==> src/rtl/abm_multi_send_ctl.sv <==
// -----------------------------------------------------------------------------
// abm_multi_send_ctl
//
// Purpose
//   AXI4-Lite controlled launcher for NCH ABM copy channels. Software writes a
//   bit mask to START. Each selected channel that is free gets a one-cycle
//   start strobe. The channel then waits (ARM) for its engine to leave idle.
//   It tracks the run (RUN) and counts the completions. Launch attempts on a
//   busy or non-idle channel set a sticky reject bit. An engine that never
//   leaves idle within ARM_TO cycles sets a sticky timeout bit.
//
// Register map (index = byte address / 4; other indices give DECERR)
//   0      START   W: launch mask        R: busy mask
//   1      STATUS  R: [7:0] idle_in, [15:8] reject, [23:16] timeout
//                  W: write-1-to-clear of [23:8]
//   2      IRQ     (ABM_IRQ_EN only) R: [7:0] pending, [15:8] enable
//                  W: [15:8] -> enable, write-1 to [7:0] clears pending
//   4+n    COUNT n R: 16-bit done count (saturating), W: any write clears
//
// Build option
//   ABM_IRQ_EN : when defined, adds pending/enable registers and drives irq.
//                When undefined, irq is tied low and index 2 decodes as DECERR.
//
// Ports
//   clk, resetn          clock, synchronous active-low reset
//   start[NCH]           per-channel start strobe (registered, one cycle)
//   idle_in[NCH]         per-channel engine idle (1 = idle)
//   irq                  completion interrupt (registered)
//   S_AXI_*              AXI4-Lite slave (AW-bit address, 32-bit data)
// -----------------------------------------------------------------------------
module abm_multi_send_ctl #(
    parameter int AW     = 8,
    parameter int NCH    = 4,
    parameter int ARM_TO = 255
) (
    input  logic           clk,
    input  logic           resetn,
    output logic [NCH-1:0] start,
    input  logic [NCH-1:0] idle_in,
    output logic           irq,
    input  logic [AW-1:0]  S_AXI_AWADDR,
    input  logic [2:0]     S_AXI_AWPROT,
    input  logic           S_AXI_AWVALID,
    output logic           S_AXI_AWREADY,
    input  logic [31:0]    S_AXI_WDATA,
    input  logic [3:0]     S_AXI_WSTRB,
    input  logic           S_AXI_WVALID,
    output logic           S_AXI_WREADY,
    output logic [1:0]     S_AXI_BRESP,
    output logic           S_AXI_BVALID,
    input  logic           S_AXI_BREADY,
    input  logic [AW-1:0]  S_AXI_ARADDR,
    input  logic [2:0]     S_AXI_ARPROT,
    input  logic           S_AXI_ARVALID,
    output logic           S_AXI_ARREADY,
    output logic [31:0]    S_AXI_RDATA,
    output logic [1:0]     S_AXI_RRESP,
    output logic           S_AXI_RVALID,
    input  logic           S_AXI_RREADY
);

    localparam logic [1:0]  RESP_OKAY   = 2'b00;
    localparam logic [1:0]  RESP_DECERR = 2'b11;
    localparam logic [15:0] ARM_LAST    = 16'(ARM_TO - 1);
    localparam logic [15:0] CNT_MAX     = 16'hFFFF;
`ifdef ABM_IRQ_EN
    localparam bit HAS_IRQ = 1'b1;
`else
    localparam bit HAS_IRQ = 1'b0;
`endif

    typedef enum logic [1:0] {
        ST_IDLE = 2'd0,
        ST_ARM  = 2'd1,
        ST_RUN  = 2'd2
    } ch_state_t;

    // Per-channel status gathered for the register file
    logic [NCH-1:0] busy;
    logic [NCH-1:0] reject;
    logic [NCH-1:0] timeout;
    logic [NCH-1:0] ch_done;
    logic [15:0]    done_cnt [NCH];

    // ------------------------------------------------------------------
    // Write path: address and data are taken together in one handshake.
    // A new write waits until the previous response has been accepted.
    // ------------------------------------------------------------------
    logic           bvalid_q;
    logic [1:0]     bresp_q;
    logic           wr_fire;
    logic [31:0]    wr_idx;
    logic [31:0]    wdata_m;
    logic           wr_start;
    logic           wr_status;
    logic           wr_hit;
    logic [NCH-1:0] wr_cnt_clr;
    logic [NCH-1:0] rej_clr;
    logic [NCH-1:0] to_clr;

    assign wr_fire       = S_AXI_AWVALID & S_AXI_WVALID & ~bvalid_q;
    assign S_AXI_AWREADY = wr_fire;
    assign S_AXI_WREADY  = wr_fire;
    assign wr_idx        = 32'(S_AXI_AWADDR[AW-1:2]);
    // Byte lanes without a strobe behave as if written with zeros
    assign wdata_m       = S_AXI_WDATA & {{8{S_AXI_WSTRB[3]}}, {8{S_AXI_WSTRB[2]}},
                                          {8{S_AXI_WSTRB[1]}}, {8{S_AXI_WSTRB[0]}}};
    assign wr_start      = wr_fire && (wr_idx == 32'd0);
    assign wr_status     = wr_fire && (wr_idx == 32'd1);
    assign rej_clr       = wr_status ? wdata_m[8 +: NCH]  : '0;
    assign to_clr        = wr_status ? wdata_m[16 +: NCH] : '0;
    assign wr_hit        = (wr_idx == 32'd0) || (wr_idx == 32'd1) ||
                           (HAS_IRQ && (wr_idx == 32'd2)) || (|wr_cnt_clr);

    always_ff @(posedge clk) begin
        if (!resetn) begin
            bvalid_q <= 1'b0;
            bresp_q  <= RESP_OKAY;
        end else if (wr_fire) begin
            bvalid_q <= 1'b1;
            bresp_q  <= wr_hit ? RESP_OKAY : RESP_DECERR;
        end else if (S_AXI_BREADY) begin
            bvalid_q <= 1'b0;
        end
    end

    assign S_AXI_BVALID = bvalid_q;
    assign S_AXI_BRESP  = bresp_q;

    // ------------------------------------------------------------------
    // Channel FSMs
    // ------------------------------------------------------------------
    for (genvar gi = 0; gi < NCH; gi++) begin : g_ch
        ch_state_t   state_q;
        logic [15:0] arm_cnt_q;
        logic [15:0] done_cnt_q;
        logic        start_q;
        logic        reject_q;
        logic        timeout_q;
        logic        launch_req;
        logic        run_done;

        assign wr_cnt_clr[gi] = wr_fire && (wr_idx == 32'(4 + gi));
        assign launch_req     = wr_start & wdata_m[gi];
        assign run_done       = (state_q == ST_RUN) && idle_in[gi];

        always_ff @(posedge clk) begin
            if (!resetn) begin
                state_q    <= ST_IDLE;
                arm_cnt_q  <= '0;
                done_cnt_q <= '0;
                start_q    <= 1'b0;
                reject_q   <= 1'b0;
                timeout_q  <= 1'b0;
            end else begin
                start_q <= 1'b0;
                // Clears first; any set below overrides in the same cycle
                if (rej_clr[gi]) reject_q  <= 1'b0;
                if (to_clr[gi])  timeout_q <= 1'b0;
                if (wr_cnt_clr[gi]) done_cnt_q <= '0;

                case (state_q)
                    ST_IDLE: begin
                        if (launch_req) begin
                            if (idle_in[gi]) begin
                                state_q   <= ST_ARM;
                                start_q   <= 1'b1;
                                arm_cnt_q <= '0;
                            end else begin
                                reject_q <= 1'b1;
                            end
                        end
                    end
                    ST_ARM: begin
                        if (launch_req) reject_q <= 1'b1;
                        if (!idle_in[gi]) begin
                            state_q <= ST_RUN;
                        end else if (arm_cnt_q == ARM_LAST) begin
                            state_q   <= ST_IDLE;
                            timeout_q <= 1'b1;
                        end else begin
                            arm_cnt_q <= arm_cnt_q + 16'd1;
                        end
                    end
                    ST_RUN: begin
                        if (launch_req) reject_q <= 1'b1;
                        if (idle_in[gi]) begin
                            state_q <= ST_IDLE;
                            // A clear in the same cycle leaves the count at zero
                            if (!wr_cnt_clr[gi] && (done_cnt_q != CNT_MAX)) begin
                                done_cnt_q <= done_cnt_q + 16'd1;
                            end
                        end
                    end
                    default: state_q <= ST_IDLE;
                endcase
            end
        end

        assign start[gi]    = start_q;
        assign busy[gi]     = (state_q != ST_IDLE);
        assign reject[gi]   = reject_q;
        assign timeout[gi]  = timeout_q;
        assign done_cnt[gi] = done_cnt_q;
        assign ch_done[gi]  = run_done;
    end

    // ------------------------------------------------------------------
    // Completion interrupt
    // ------------------------------------------------------------------
`ifdef ABM_IRQ_EN
    logic [NCH-1:0] pending_q;
    logic [NCH-1:0] enable_q;
    logic           irq_q;
    logic           wr_irq;

    assign wr_irq = wr_fire && (wr_idx == 32'd2);

    always_ff @(posedge clk) begin
        if (!resetn) begin
            pending_q <= '0;
            enable_q  <= '0;
            irq_q     <= 1'b0;
        end else begin
            if (wr_irq && S_AXI_WSTRB[1]) enable_q <= wdata_m[8 +: NCH];
            // New completions win over a simultaneous clear
            pending_q <= (pending_q & ~(wr_irq ? wdata_m[0 +: NCH] : '0)) | ch_done;
            irq_q     <= |(pending_q & enable_q);
        end
    end

    assign irq = irq_q;
`else
    assign irq = 1'b0;
`endif

    // ------------------------------------------------------------------
    // Read path: one outstanding read, data registered at the handshake
    // ------------------------------------------------------------------
    logic        rvalid_q;
    logic [31:0] rdata_q;
    logic [1:0]  rresp_q;
    logic        rd_fire;
    logic [31:0] rd_idx;
    logic [31:0] rd_data_d;
    logic [1:0]  rd_resp_d;

    assign rd_fire       = S_AXI_ARVALID & ~rvalid_q;
    assign S_AXI_ARREADY = ~rvalid_q;
    assign rd_idx        = 32'(S_AXI_ARADDR[AW-1:2]);

    always_comb begin
        rd_data_d = '0;
        rd_resp_d = RESP_OKAY;
        if (rd_idx == 32'd0) begin
            rd_data_d[0 +: NCH] = busy;
        end else if (rd_idx == 32'd1) begin
            rd_data_d[0 +: NCH]  = idle_in;
            rd_data_d[8 +: NCH]  = reject;
            rd_data_d[16 +: NCH] = timeout;
`ifdef ABM_IRQ_EN
        end else if (rd_idx == 32'd2) begin
            rd_data_d[0 +: NCH] = pending_q;
            rd_data_d[8 +: NCH] = enable_q;
`endif
        end else begin
            rd_resp_d = RESP_DECERR;
            for (int n = 0; n < NCH; n++) begin
                if (rd_idx == 32'(4 + n)) begin
                    rd_data_d[15:0] = done_cnt[n];
                    rd_resp_d       = RESP_OKAY;
                end
            end
        end
    end

    always_ff @(posedge clk) begin
        if (!resetn) begin
            rvalid_q <= 1'b0;
            rdata_q  <= '0;
            rresp_q  <= RESP_OKAY;
        end else if (rd_fire) begin
            rvalid_q <= 1'b1;
            rdata_q  <= rd_data_d;
            rresp_q  <= rd_resp_d;
        end else if (S_AXI_RREADY) begin
            rvalid_q <= 1'b0;
        end
    end

    assign S_AXI_RVALID = rvalid_q;
    assign S_AXI_RDATA  = rdata_q;
    assign S_AXI_RRESP  = rresp_q;

    // Protection bits and byte offsets carry no meaning for this block
    logic unused_bits;
    assign unused_bits = ^{S_AXI_AWPROT, S_AXI_ARPROT, S_AXI_AWADDR[1:0],
                           S_AXI_ARADDR[1:0], wdata_m
`ifndef ABM_IRQ_EN
                           , ch_done
`endif
                          };

endmodule
==> config.mk <==
export PLATFORM = sky130hd
export DESIGN_NAME = abm_multi_send_ctl
export DESIGN_NICKNAME = d
export VERILOG_FILES = /design/src/rtl/abm_multi_send_ctl.sv
export SDC_FILE = /design/constraint.sdc
export NUM_CORES = 1
export LEC_CHECK = 0
export ABC_AREA = 1
export CORE_MARGIN = 2
export CORE_UTILIZATION = 59
export CTS_BUF_LIST = sky130_fd_sc_hd__clkbuf_8
export DETAILED_ROUTE_END_ITERATION = 10
export GPL_ROUTABILITY_DRIVEN = 0
export PLACE_DENSITY_LB_ADDON = 0.2
export SLEW_MARGIN = 20
export SYNTH_ARGS = -nofsm -noshare
export SYNTH_HDL_FRONTEND = slang
export SYNTH_SLANG_ARGS = --single-unit
==> constraint.sdc <==
create_clock -name clk -period 2.4 [get_ports clk]
set_clock_uncertainty 0.15 [all_clocks]
set_input_delay 0.48 -clock clk [delete_from_list [all_inputs] [get_ports clk]]
set_output_delay 0.48 -clock clk [all_outputs]
set_load 0.05 [all_outputs]
==> out/metrics.csv <==
stage;metric;value;unit
route;DRT Wirelength;25600;um
floorplanning;I/O pin total;115;
sta;Final WS setup;53.7;ps
route;Antenna Nets Post-Route;0;
grt;number of global-route vias before repair;9083;
sta;Tmin final;2350;ps
worst_hold_path;worst hold path type;reg2reg;
sta;Final setup viols;0;
logic_synthesis;most frequent cell after synthesis;nand2_1;
sta;setup tns final;0;ps
logic_synthesis;EDFF count, synth;0;
sta;Slew Limit Fails;0;
floorplanning;DIE AREA;0.0179;mm2
sta;RSZ-0062 raised after global routing;false;
cts;Num CTS Buffers;17;
critical_path;CP endpoint kind;primary output;
floorplanning;Starting Density;60.2;%
floorplanning;# rows;47;
logic_synthesis;cell taking the most area after synthesis;dfxtp_1;
logic_synthesis;largest cells by area after synthesis;dfxtp_1 35%, nand2_1 14%, nor2_1 7.9%;
worst_hold_path;Hold Path Depth;2;
grt;pin count of the biggest net entering global routing;24;
placement;placed inst area;0.0112;mm2
finish;layout cells sized above 1;9.25;%
cts;CTS Root Cell;clkbuf_8;
floorplanning;Die Y;134;um
finish;post-route core utilization;70.6;%
cts;clock sinks;172;
route;WL/cell;13.7;um
route;via count;10100;
outcome;status;complete, no violations;
cts;PostCTS Resize Cnt;0;
floorplanning;Core Footprint;0.0165;mm2
finish;final non-filler cell area;0.0117;mm2
logic_synthesis;Synth top area share;34.6;%
sta;Slew @ Worst Pin;587;ps
route;DR pass1 iterations;5;
power;P_leak;4.33;nW
flow_run;max-cap viol count;0;
critical_path;R2R depth;8;
finish;Nets;1728;
cts;Max clock buf depth;2;
critical_path;kind of cell adding the most delay to the critical path;buffers and inverters;
sta;WHS;316;ps
power;Tot Pwr;5.65;mW
grt;Remaining Overflow, GRT;0;
cts;CTS tree;done;
critical_path;CP peak stage delay;840;ps
logic_synthesis;FFs w/ async S/R, synth;0;%
sta;Max Fclk;0.426;GHz
placement;Inst Count DP;1832;
sta;Max-Slew Margin vs Limit;60.8;%
cts;post-CTS setup buffers;0;
critical_path;number of cells on the critical path;1;
power;worst vdd ir;0.413;mV
floorplanning;Die Wd;134;um
route;iteration-0 DRC count of the detailed router;704;
sta;Final Hold Fails;0;
cts;Clock Latency Late Sink;480;ps
power;Power Dens Cells;484;mW/mm2
logic_synthesis;Synth Area per Inst;6.58;um2
grt;initial antenna violation count;0;
logic_synthesis;Post-Synthesis Cells;1511;
route;Avg Vias per Cell;5.44;
grt;first-pass GRT wire length;42000;um
finish;Area growth syn-to-layout;17.3;%
logic_synthesis;Seq cells post-synth;172;
critical_path;kind of critical path;reg2out;
finish;Inserted Diodes;0;
logic_synthesis;Syn Std Cell Area;0.00994;mm2
cts;register clock-pin slew on the reported worst setup and hold paths;80;ps
critical_path;Critical Path Start Type;flop;
placement;dpl hpwl;19600;um
critical_path;Crit-path slowest cell;clkdlybuf4s50_1;
sta;final critical-path share of the clock period;97.8;%
cts;Post-CTS Hold Buffers;0;
cts;H-Tree Depth;4;
critical_path;crit path buf inv count;1;
logic_synthesis;prevailing post-synth register cell;dfxtp_1;
placement;Post-Place Worst Slack;-35.6;ps
critical_path;Max FO, Critical Path;2;
logic_synthesis;commonest cells in the netlist;358 x nand2_1, 208 x nor2_1, 172 x dfxtp_1;
finish;Finished Layout Cells;1863;
critical_path;Critical Path RT;1770;ps
critical_path;worst path arrival time;1720;ps
logic_synthesis;Synthesis Warnings;0;
finish;FILL cells;1452;
logic_synthesis;Seq/Total Area, Yosys;34.6;%
logic_synthesis;distinct cell type count after synthesis;43;
placement;PortBufs;70;
critical_path;worst path cell trace;clkdlybuf4s50_1;
route;residual DRC count;0;
grt;total track usage;28.8;%
-- routing by layer --
layer	share of wire (%)	track usage [%]	vias to the layer above
li1	-	-	5126
met1	44	37.0	4617
met2	46	47.1	325
met3	6.5	5.40	61
met4	3.1	13.2	0
met5	0	0	-
-- power by group --
group | internal (mW) | total (mW) | switching [mW]
Sequential | 2.87 | 2.89 | 0.0197
Clock | 1.15 | 2.19 | 1.04
Combinational | 0.194 | 0.569 | 0.376
Total | 4.21 | 5.65 | 1.44
-- layout make-up --
cell class              instances  area, um2  area share [%]
flip-flops and latches        172       3440            29.5
clock buffers                  22        303            2.59
inverters                     172        646            5.53
well taps                     220        275            2.36
clock inverters                 9        119            1.02
repair buffers                144       1330            11.4
multi-input cells            1124       5560            47.6
-- worst register-to-register path: cells and delay by family (launching register included) --
family                     cells  cell delay, ps
AOI/OAI and AO/OA              2             570
and+or+nand+nor                3             400
DFF                            1             350
adders and majority gates      1             340
buffers and inverters          2             240
-- flip-flops by register name (all words and copies together), names as in the netlist --
signal	cells
S_AXI_BRESP	1
S_AXI_BVALID	1
S_AXI_RDATA	20
S_AXI_RRESP	1
S_AXI_RVALID	1
g_ch.arm_cnt_q	64
g_ch.done_cnt_q	64
g_ch.reject_q	4
g_ch.start_q	4
g_ch.state_q	8
g_ch.timeout_q	4
-- kinds of logic after synthesis --
| logic type | synth area share, % |
|---|---|
| AOI/OAI and AO/OA | 12.7 |
| xor gates and xnor gates | 3.43 |
| adders and majority gates | 3.52 |
| buffers and inverters | 9.94 |
| DFF | 34.6 |
| other | 0.0377 |
| and+or+nand+nor | 35.7 |
-- placed cells by master (no fill, tap or decap), drive strengths merged --
master,n
o21ai,79
dfxtp,172
clkinvlp,1
clkbuf,22
conb,13
a21oi,128
nor3,51
nor2,220
o22ai,12
buf,76
nand3b,3
clkinv,2
clkdlybuf4s50,68
or2,2
o221ai,3
o21a,4
ha,28
a2111oi,1
nor4,5
xnor2,6
o31ai,4
xor2,33
nand2,370
bufinv,3
a31oi,5
nand4,36
inv,175
nand3,116
nor3b,2
a211oi,1
o21bai,1
o211ai,1
-- worst paths after layout --
kind                                          from              endpoint  slack [ps]
worst max-delay path                S_AXI_RDATA[0]        S_AXI_RDATA[0]          50
worst min-delay path               S_AXI_RDATA[13]       S_AXI_RDATA[13]         320
worst max register to register  g_ch[0].state_q[1]  g_ch[0].arm_cnt_q[3]         300
worst min register to register     S_AXI_RDATA[13]       S_AXI_RDATA[13]         320
Power figures use the tool's default switching activity.
